File: src/rtl/issue_unit_rr_pkg.sv
// rtl/issue_unit_rr_pkg.sv - shared GPGPU warp constants and one-hot/binary helpers
package issue_unit_rr_pkg;

  // Number of warps in the core; arbiters and pending vectors are this wide
  localparam int NUM_WARPS = 8;
  // Warp ID width, log2(NUM_WARPS)
  localparam int WID_W = 3;

  // One-hot (or all-zero) warp vector to binary warp ID; all-zero maps to 0
  function automatic logic [WID_W-1:0] onehot_to_bin(input logic [NUM_WARPS-1:0] oh);
    logic [WID_W-1:0] b;
    b = '0;
    for (int i = 0; i < NUM_WARPS; i++) begin
      if (oh[i]) b = b | i[WID_W-1:0];
    end
    return b;
  endfunction

  // Binary warp ID to one-hot warp vector
  function automatic logic [NUM_WARPS-1:0] bin_to_onehot(input logic [WID_W-1:0] b);
    logic [NUM_WARPS-1:0] oh;
    oh = '0;
    oh[b] = 1'b1;
    return oh;
  endfunction

endpackage

File: src/rtl/issue_unit_rr_arbiter8.sv
// rtl/issue_unit_rr_arbiter8.sv - combinational 8-way round-robin arbiter
module rr_arbiter8
  import issue_unit_rr_pkg::*;
(
  input  logic [NUM_WARPS-1:0] ready,
  input  logic [WID_W-1:0]     ptr,
  output logic [NUM_WARPS-1:0] grant
);

  logic             found;
  logic [WID_W-1:0] idx;

  // Scan from ptr upward with natural 3-bit wrap; first ready warp wins
  always_comb begin
    grant = '0;
    found = 1'b0;
    idx   = '0;
    for (int k = 0; k < NUM_WARPS; k++) begin
      idx = ptr + k[WID_W-1:0];
      if (!found && ready[idx]) begin
        grant[idx] = 1'b1;
        found      = 1'b1;
      end
    end
  end

endmodule

File: src/rtl/issue_unit_rr.sv
// rtl/issue_unit_rr.sv - round-robin warp issue unit with branch blocking and OC back-pressure
module issue_unit_rr
  import issue_unit_rr_pkg::*;
(
  input  logic                 clk,
  input  logic                 rst_n,
  input  logic [NUM_WARPS-1:0] IB_Ready_Issue_IU,
  output logic [NUM_WARPS-1:0] IU_Grant,
  input  logic                 OC_Full,
  input  logic                 BEQ_Out,
  input  logic                 BLT_Out,
  input  logic                 Branch_Resolve_Valid,
  input  logic [WID_W-1:0]     Branch_Resolve_WarpID,
  output logic                 Issue_Valid_OC,
  output logic [WID_W-1:0]     Issue_WarpID_OC,
  output logic [NUM_WARPS-1:0] Branch_Pending
);

  logic [WID_W-1:0]     ptr_q;
  logic [NUM_WARPS-1:0] pend_q;
  logic [NUM_WARPS-1:0] pend_d;
  logic [NUM_WARPS-1:0] eligible;
  logic                 issue_ok;
  logic                 is_branch;

  // rst_n gates eligibility so the grant drops the instant reset asserts,
  // without waiting for a clock edge. BEQ/BLT never feed this path.
  assign issue_ok = ~OC_Full & rst_n;
  assign eligible = IB_Ready_Issue_IU & ~pend_q & {NUM_WARPS{issue_ok}};

  rr_arbiter8 u_arb (
    .ready (eligible),
    .ptr   (ptr_q),
    .grant (IU_Grant)
  );

  assign Issue_Valid_OC  = |IU_Grant;
  assign Issue_WarpID_OC = onehot_to_bin(IU_Grant);
  assign Branch_Pending  = pend_q;
  assign is_branch       = BEQ_Out | BLT_Out;

  // Next pending vector: resolve clears first, then a new branch issue sets,
  // so a same-warp set/clear collision leaves the warp blocked
  always_comb begin
    pend_d = pend_q;
    if (Branch_Resolve_Valid) begin
      pend_d = pend_d & ~bin_to_onehot(Branch_Resolve_WarpID);
    end
    if (Issue_Valid_OC && is_branch) begin
      pend_d = pend_d | IU_Grant;
    end
  end

  // Round-robin pointer advances past each granted warp; holds when idle
  always_ff @(posedge clk or negedge rst_n) begin
    if (!rst_n) begin
      ptr_q <= '0;
    end else if (Issue_Valid_OC) begin
      ptr_q <= Issue_WarpID_OC + 3'd1;
    end
  end

  // Per-warp branch-blocked bits
  always_ff @(posedge clk or negedge rst_n) begin
    if (!rst_n) begin
      pend_q <= '0;
    end else begin
      pend_q <= pend_d;
    end
  end

endmodule

File: config.mk
export PLATFORM = sky130hd
export DESIGN_NAME = issue_unit_rr
export DESIGN_NICKNAME = d
export VERILOG_FILES = /design/src/rtl/issue_unit_rr_pkg.sv /design/src/rtl/issue_unit_rr_arbiter8.sv /design/src/rtl/issue_unit_rr.sv
export SDC_FILE = /design/constraint.sdc
export NUM_CORES = 1
export LEC_CHECK = 0
export CAP_MARGIN = 20
export CORE_UTILIZATION = 55
export DETAILED_ROUTE_END_ITERATION = 12
export GPL_ROUTABILITY_DRIVEN = 0
export GPL_TIMING_DRIVEN = 0
export MAX_ROUTING_LAYER = met4
export PLACE_DENSITY_LB_ADDON = 0.25
export SLEW_MARGIN = 5
export SYNTH_ARGS = -nofsm -noshare
export SYNTH_HDL_FRONTEND = slang
export SYNTH_SLANG_ARGS = --single-unit
export TNS_END_PERCENT = 5
File: constraint.sdc
create_clock -name clk -period 5.4 [get_ports clk]
set_input_delay 1.08 -clock clk [delete_from_list [all_inputs] [get_ports clk]]
set_output_delay 1.08 -clock clk [all_outputs]
set_load 0.1 [all_outputs]
* Yosys cells after proc, flatten, opt, wreduce, memory -nomap -nowiden
Cells that the tools add are included.
** Word-level totals
- Flip-flop bits (word level) :: 11
- Input bits :: 17
- Output and inout port bits :: 20
- Word-level logic and storage cells :: 127
** Cells by class
- $add $sub $neg :: 8
- Magnitude comparators :: 18
- Muxes and demuxes :: 58
- Bitwise operators :: 16
- Reductions and logical operators :: 25
** Operators by type and width (number)
- $mux W8 :: 10
- $or A8 B8 Y8 :: 8
- $lt A3 B4 Y1 const B :: 9
- $demux W1 S3 :: 9
- $ge A3 B1 Y1 const B :: 9
- $mux W1 :: 25
- $and A8 B8 Y8 :: 3
- $bmux W1 S3 :: 8
- $logic_and A1 B1 Y1 :: 17
- $not A8 Y8 :: 2
- $add A3 B3 Y3 const B :: 4
- $mux W3 :: 4
- $reduce_or A8 Y1 :: 1
- $logic_not A1 Y1 :: 7
- $add A3 B1 Y3 const B :: 2
- $add A3 B2 Y3 const B :: 2
- $mux W2 :: 2
- $and A1 B1 Y1 :: 1
- $not A1 Y1 :: 1
- $or A1 B1 Y1 :: 1

* Logic depth before layout (Yosys ltp)
- Depth in word-level cells :: 35
- Gate-level depth with buffers :: 18
- Gate-level depth less buffers :: 14

* Modules after synthesis
From an unflattened synthesis, not the netlist that was laid out.
** Second synthesis, totals
- Cells, all modules :: 186
- Area, all modules :: 1747.9 um^2
** Modules (own cells, without submodules)
- rr_arbiter8 :: instances 1, cells each 131, area an instance 1164.9 um^2, sequential area each 0.0 um^2
- issue_unit_rr :: instances 1, cells each 55, area an instance 583.1 um^2, sequential area each 275.3 um^2

* Worst setup path after synthesis
No wires, ideal clock.
- Path type :: input to output
- Start :: input OC_Full
- End :: output IU_Grant[3]
- Data arrival time :: 6266 ps
- Required time :: 4320 ps
- Setup slack :: -1946 ps
- Cell stages on the path :: 8
- Buffers on the path :: 1
- Path through :: buf_4 > and4bb_1 > mux4_2 > nor2_1 > nand3_1 > a21boi_4 > nand4_2 > o311ai_0
** Between the ends
- Word-level cells in the longest chain between the ends :: 27
- Elaborated cells between the ends (all ways) :: 55
- Those cells by class :: 31 x mux; 10 x bitwise; 14 x reduce/logical
** Ends and longest elaborated chain
- from (decl) :: RTL line issue_unit_rr.sv:9 : input logic OC_Full,
- $not A1 Y1 * :: RTL line issue_unit_rr.sv:28 : assign issue_ok = ~OC_Full & rst_n;
- $and A1 B1 Y1 * :: RTL line issue_unit_rr.sv:28
- $and A8 B8 Y8 * :: RTL line issue_unit_rr.sv:29 : assign eligible = IB_Ready_Issue_IU & ~pend_q & {NUM_WARPS{issue_ok}};
- $bmux W1 S3 :: RTL line issue_unit_rr_arbiter8.sv:20 : if (!found && ready[idx]) begin
- $mux W1 (implied by the code) :: RTL line issue_unit_rr_arbiter8.sv:20
- $mux W1 :: RTL line issue_unit_rr_arbiter8.sv:20
- $logic_not A1 Y1 :: RTL line issue_unit_rr_arbiter8.sv:20
- $logic_and A1 B1 Y1 :: RTL line issue_unit_rr_arbiter8.sv:20
- [... 11 more ...]
- $logic_and A1 B1 Y1 :: RTL line issue_unit_rr_arbiter8.sv:20
- $mux W1 :: RTL line issue_unit_rr_arbiter8.sv:20
- $logic_not A1 Y1 :: RTL line issue_unit_rr_arbiter8.sv:20
- $logic_and A1 B1 Y1 :: RTL line issue_unit_rr_arbiter8.sv:20
- $mux W1 :: RTL line issue_unit_rr_arbiter8.sv:20
- $logic_not A1 Y1 :: RTL line issue_unit_rr_arbiter8.sv:20
- $logic_and A1 B1 Y1 :: RTL line issue_unit_rr_arbiter8.sv:20
- $mux W8 * :: RTL line issue_unit_rr_arbiter8.sv:20
- to (decl) :: RTL line issue_unit_rr.sv:8 : output logic [NUM_WARPS-1:0] IU_Grant,
Every way passes the cells marked *; elsewhere a longest branch is shown, timed or not. The select of a mux whose other input is x is not followed.

* Worst setup path after layout
- Start :: input IB_Ready_Issue_IU[7]
- End :: output Issue_Valid_OC
** Between the ends
- Word-level cells in the longest chain between the ends :: 27
- Elaborated cells between the ends (all ways) :: 55
- Those cells by class :: 31 x mux; 9 x bitwise; 15 x reduce/logical
** Ends and longest elaborated chain
- from (decl) :: RTL line issue_unit_rr.sv:7 : input logic [NUM_WARPS-1:0] IB_Ready_Issue_IU,
- $and A8 B8 Y8 * (2 in series) :: RTL line issue_unit_rr.sv:29
- $bmux W1 S3 :: RTL line issue_unit_rr_arbiter8.sv:20
- $mux W1 (implied by the code) :: RTL line issue_unit_rr_arbiter8.sv:20
- $mux W1 :: RTL line issue_unit_rr_arbiter8.sv:20
- $logic_not A1 Y1 :: RTL line issue_unit_rr_arbiter8.sv:20
- $logic_and A1 B1 Y1 :: RTL line issue_unit_rr_arbiter8.sv:20
- $mux W1 :: RTL line issue_unit_rr_arbiter8.sv:20
- $logic_not A1 Y1 :: RTL line issue_unit_rr_arbiter8.sv:20
- [... 10 more ...]
- $mux W1 :: RTL line issue_unit_rr_arbiter8.sv:20
- $logic_not A1 Y1 :: RTL line issue_unit_rr_arbiter8.sv:20
- $logic_and A1 B1 Y1 :: RTL line issue_unit_rr_arbiter8.sv:20
- $mux W1 :: RTL line issue_unit_rr_arbiter8.sv:20
- $logic_not A1 Y1 :: RTL line issue_unit_rr_arbiter8.sv:20
- $logic_and A1 B1 Y1 :: RTL line issue_unit_rr_arbiter8.sv:20
- $mux W8 * :: RTL line issue_unit_rr_arbiter8.sv:20
- $reduce_or A8 Y1 * :: RTL line issue_unit_rr.sv:37 : assign Issue_Valid_OC = |IU_Grant;
- to (decl) :: RTL line issue_unit_rr.sv:14 : output logic Issue_Valid_OC,
Marked as above.

==> flow_metrics.py <==
metrics = {
    "timing": {
        "finalCritPeriodShare_pct": 100,
        "fin_skew_ns": 0.000998,
        "rsz0062_at_grt": "yes",
        "layout_setup_ws_ns": -0.00964,
        "setup_viol": 1,
        "hold_viol": 0,
        "max_freq_ghz": 0.185,
        "finalMaxSlewViolations": 0,
        "relSlewSlack_pct": 34.8,
        "finalCriticalPeriod_ns": 5.41,
        "worst_slew_pin_slew_ns": 0.975,
    },
    "drt": {
        "via_per_inst": 7.34,
        "drt_pass1_iterations": 5,
        "wl_per_cell_um": 21.8,
        "drc": 0,
        "ant_nets": 0,
        "dr.first_iter.drc_count": 331,
        "num_vias": 2732,
        "routed_wl_um": 8120,
    },
    "global_routing": {
        "grt_max_degree": 19,
        "met3_usage_pct": 4.28,
        "use_met1_pct": 44.8,
        "grt_pass1_wl_um": 11700,
        "grt_pass1_vias": 2307,
        "overflow": 0,
        "busiest_layer": "met2",
        "antenna_found_initial": 0,
        "use_met2_pct": 58.1,
        "gr-usage-all-layers_pct": 35.7,
    },
    "floorplan": {
        "die_w_um": 66.5,
        "die_h_um": 66.5,
        "rows": 23,
        "initial_utilization_pct": 57.3,
        "ios": 37,
        "core_sq_um": 4000,
        "die_area_sq_um": 4430,
    },
    "worst_setup_path": {
        "worstPathCellList": "clkdlybuf4s50_1, and4bb_2, mux4_2, buf_6, o211ai_4, nand2_4, a311oi_4, o211ai_1, or4_4, nand3b_4, buf_12",
        "slowest_delay_ns": 0.58,
        "setup.worst_path.start": "IB_Ready_Issue_IU[7]",
        "r2r_cells": 16,
        "rrSetupSlack_ns": 1.14,
        "cp_data_arrival_time_ns": 4.33,
        "crit_buf_inv": 3,
        "crit_path_end": "Issue_Valid_OC",
        "crit_path_top_delay_cell": "or4_4",
        "rr_startpoint": "ptr_q[0]$_DFFE_PN0P_",
        "critPathKind": "in2out",
        "worstReg2RegEnd": "ptr_q[1]$_DFFE_PN0P_",
        "cp_max_fo": 10,
        "cp-end-kind": "output pin",
        "startpoint_type": "primary input",
        "crit_required_ns": 4.32,
        "path_depth": 11,
        "crit_family": "simple AND/OR/NAND/NOR gates",
    },
    "logic_synthesis": {
        "synth_edf_count": 0,
        "synth_area_sq_um": 2290,
        "ys_seq_elements": 11,
        "async_flop_share_pct": 100,
        "syn_nets": 300,
        "synth.distinct_cells": 73,
        "ys_seq_area_share_pct": 12.0,
        "syn_inst": 276,
        "syn_area_per_cell_sq_um": 8.30,
        "ys_warn_count": 0,
        "synth-main-ff-cell": "dfrtp_1",
    },
    "clock_network": {
        "cts_tree": "yes",
        "root_buffer": "clkbuf_8",
        "htree_num_levels": 1,
        "clock-sinks": 11,
        "clockBufferDepth": 2,
        "clk_pin_slew_ns": 0.05,
        "clk_latency_ns": 0.23,
        "cts_buffers": 3,
    },
    "cells_and_area": {
        "layout-area-overhead-vs-synth_pct": 37.7,
        "antenna_cells": 0,
        "design_area_sq_um": 3150,
        "nets": 347,
        "fillers": 251,
        "final_layout_size_suffix_gt1_share_pct": 32.9,
    },
    "status": {
        "violations": "negative setup slack",
        "status": "complete, but fails checks",
    },
    "placement": {
        "dp_hpwl_um": 5830,
        "io_buffers": 36,
        "placed_area_sq_um": 2760,
    },
    "min_path": {
        "min_path_type": "reg2reg",
    },
    "run": {
        "maxCapViolCount": 0,
    },
}
-- final cells by class --
class / count / area [sq um] / area share [%]
Timing Repair Buffer: 42 / 393 / 12.5
Multi-Input combinational cell: 239 / 2200 / 69.7
Inverter: 9 / 38.8 / 1.23
Tap cell: 50 / 62.6 / 1.98
Clock buffer: 4 / 45.0 / 1.43
Sequential cell: 11 / 275 / 8.73
Buffer: 17 / 140 / 4.44
-- layer usage --
| metal | up-vias | routed length (um) |
|---|---|---|
| met5 | - | 0 |
| met4 | 0 | 364 |
| met3 | 43 | 736 |
| met2 | 222 | 3780 |
| met1 | 1263 | 3240 |
| li1 | 1204 | - |
-- worst min path at each step --
stage	slack [ns]	cells after the start	to	from
after floorplan	0.69	2	ptr_q[1]$_DFFE_PN0P_	ptr_q[1]$_DFFE_PN0P_
after global placement	0.53	1	Branch_Pending[7]$_DFF_PN0_	Branch_Pending[7]$_DFF_PN0_
after detailed placement	0.55	1	Branch_Pending[7]$_DFF_PN0_	Branch_Pending[7]$_DFF_PN0_
after CTS	0.55	1	Branch_Pending[7]$_DFF_PN0_	Branch_Pending[7]$_DFF_PN0_
after global routing	0.60	1	Branch_Pending[2]$_DFF_PN0_	Branch_Pending[2]$_DFF_PN0_
final	0.57	1	Branch_Pending[7]$_DFF_PN0_	Branch_Pending[7]$_DFF_PN0_
-- cells in the mapped netlist, drive strengths merged, types with 4 or more instances --
| cell | count | area, sq um |
|---|---|---|
| buf | 14 | 114 |
| inv | 7 | 26.3 |
| mux2i | 6 | 60.1 |
| o221ai | 6 | 52.6 |
| nor2b | 9 | 56.3 |
| o22ai | 5 | 31.3 |
| nor3 | 11 | 60.1 |
| o21ai | 7 | 42.5 |
| ha | 7 | 87.6 |
| nand3 | 11 | 55.1 |
| o41ai | 4 | 35.0 |
| dfrtp | 11 | 275 |
| or2 | 4 | 25.0 |
| a31oi | 6 | 37.5 |
| a22o | 9 | 78.8 |
| a221oi | 11 | 103 |
| o211ai | 5 | 47.5 |
| a22oi | 5 | 42.5 |
| nand2 | 16 | 67.6 |
| a21oi | 13 | 72.6 |
| and4bb | 8 | 100 |
| nor2 | 31 | 116 |
| mux4 | 4 | 90.1 |
| nor4 | 9 | 71.3 |
| nand4bb | 8 | 95.1 |
| and2 | 4 | 26.3 |
| a211oi | 5 | 47.5 |
-- flip-flops by register name, summed over array words and instances, names as in the netlist --
name / cells
Branch_Pending: 8
ptr_q: 3
-- cell families (layout without fill, tap and decap cells) --
group / after synthesis / in the layout / share of synthesized area [%]
multiplexers: 12 / 12 / 7.70
flip-flops: 11 / 11 / 12.0
AO/OA/AOI/OAI: 89 / 89 / 31.9
AND/OR/NAND/NOR: 126 / 126 / 35.1
adder cells (fa/ha/maj): 7 / 7 / 3.82
XOR/XNOR: 5 / 5 / 1.91
buffers and inverters: 26 / 72 / 7.48
-- layout by cell type, fill, tap and decap left out, types with 5 or more instances in the layout --
cell type,instances
nor2_1,21
clkdlybuf4s50_1,22
nor2b_1,9
and4bb_1,7
a221oi_1,10
nor2_2,5
buf_4,11
nor4_1,7
inv_1,7
a21oi_1,11
nor3_1,9
nand3_1,9
buf_6,7
a22o_1,9
clkbuf_4,7
nand2_1,12
o21ai_0,5
a31oi_1,6
mux2i_1,6
nor2_4,5
dfrtp_1,11
ha_1,6
-- worst reg2reg max path, stage by stage, from the launching register on --
cell and delay (ns):
dfrtp_1 0.37, buf_4 0.20, clkinv_4 0.07, buf_4 0.20, ha_4 0.34, or2b_1 0.29
buf_6 0.17, o22ai_4 0.20, o21ai_2 0.18, nand2_2 0.16, clkbuf_4 0.22, nor4_2 0.09
a311oi_4 0.33, o211ai_1 0.17, or4_4 0.58, ha_1 0.31, mux2_4 0.26
-- through the flow --
step                      util, %  setup slack [ns]  hold WS [ns]   TNS, ns  cells
after floorplan                 -            -0.833         0.691     -4.06    276
after global placement       69.0             -1.45         0.533    -14.40    362
after detailed placement     69.0             -1.53         0.545    -15.10    362
after CTS                    70.9           0.00120         0.554         0    367
after global routing         78.9            -0.121         0.598    -0.512    372
final                        78.9          -0.00964         0.571  -0.00964    372
-- what timing repair did --
action / 4_1_cts / 5_1_grt
endpoints found under the hold margin: 0 / 0
gates cloned: 0 / 0
setup buffers: 1 / 5
endpoints found under the setup margin: 12 / 11
gates resized for setup: 66 / 72
hold buffers: 0 / 0
pin swaps: 1 / 9
Power is not shown: default switching activity piles up to over one toggle a cycle in this logic, so the estimate is an artifact.
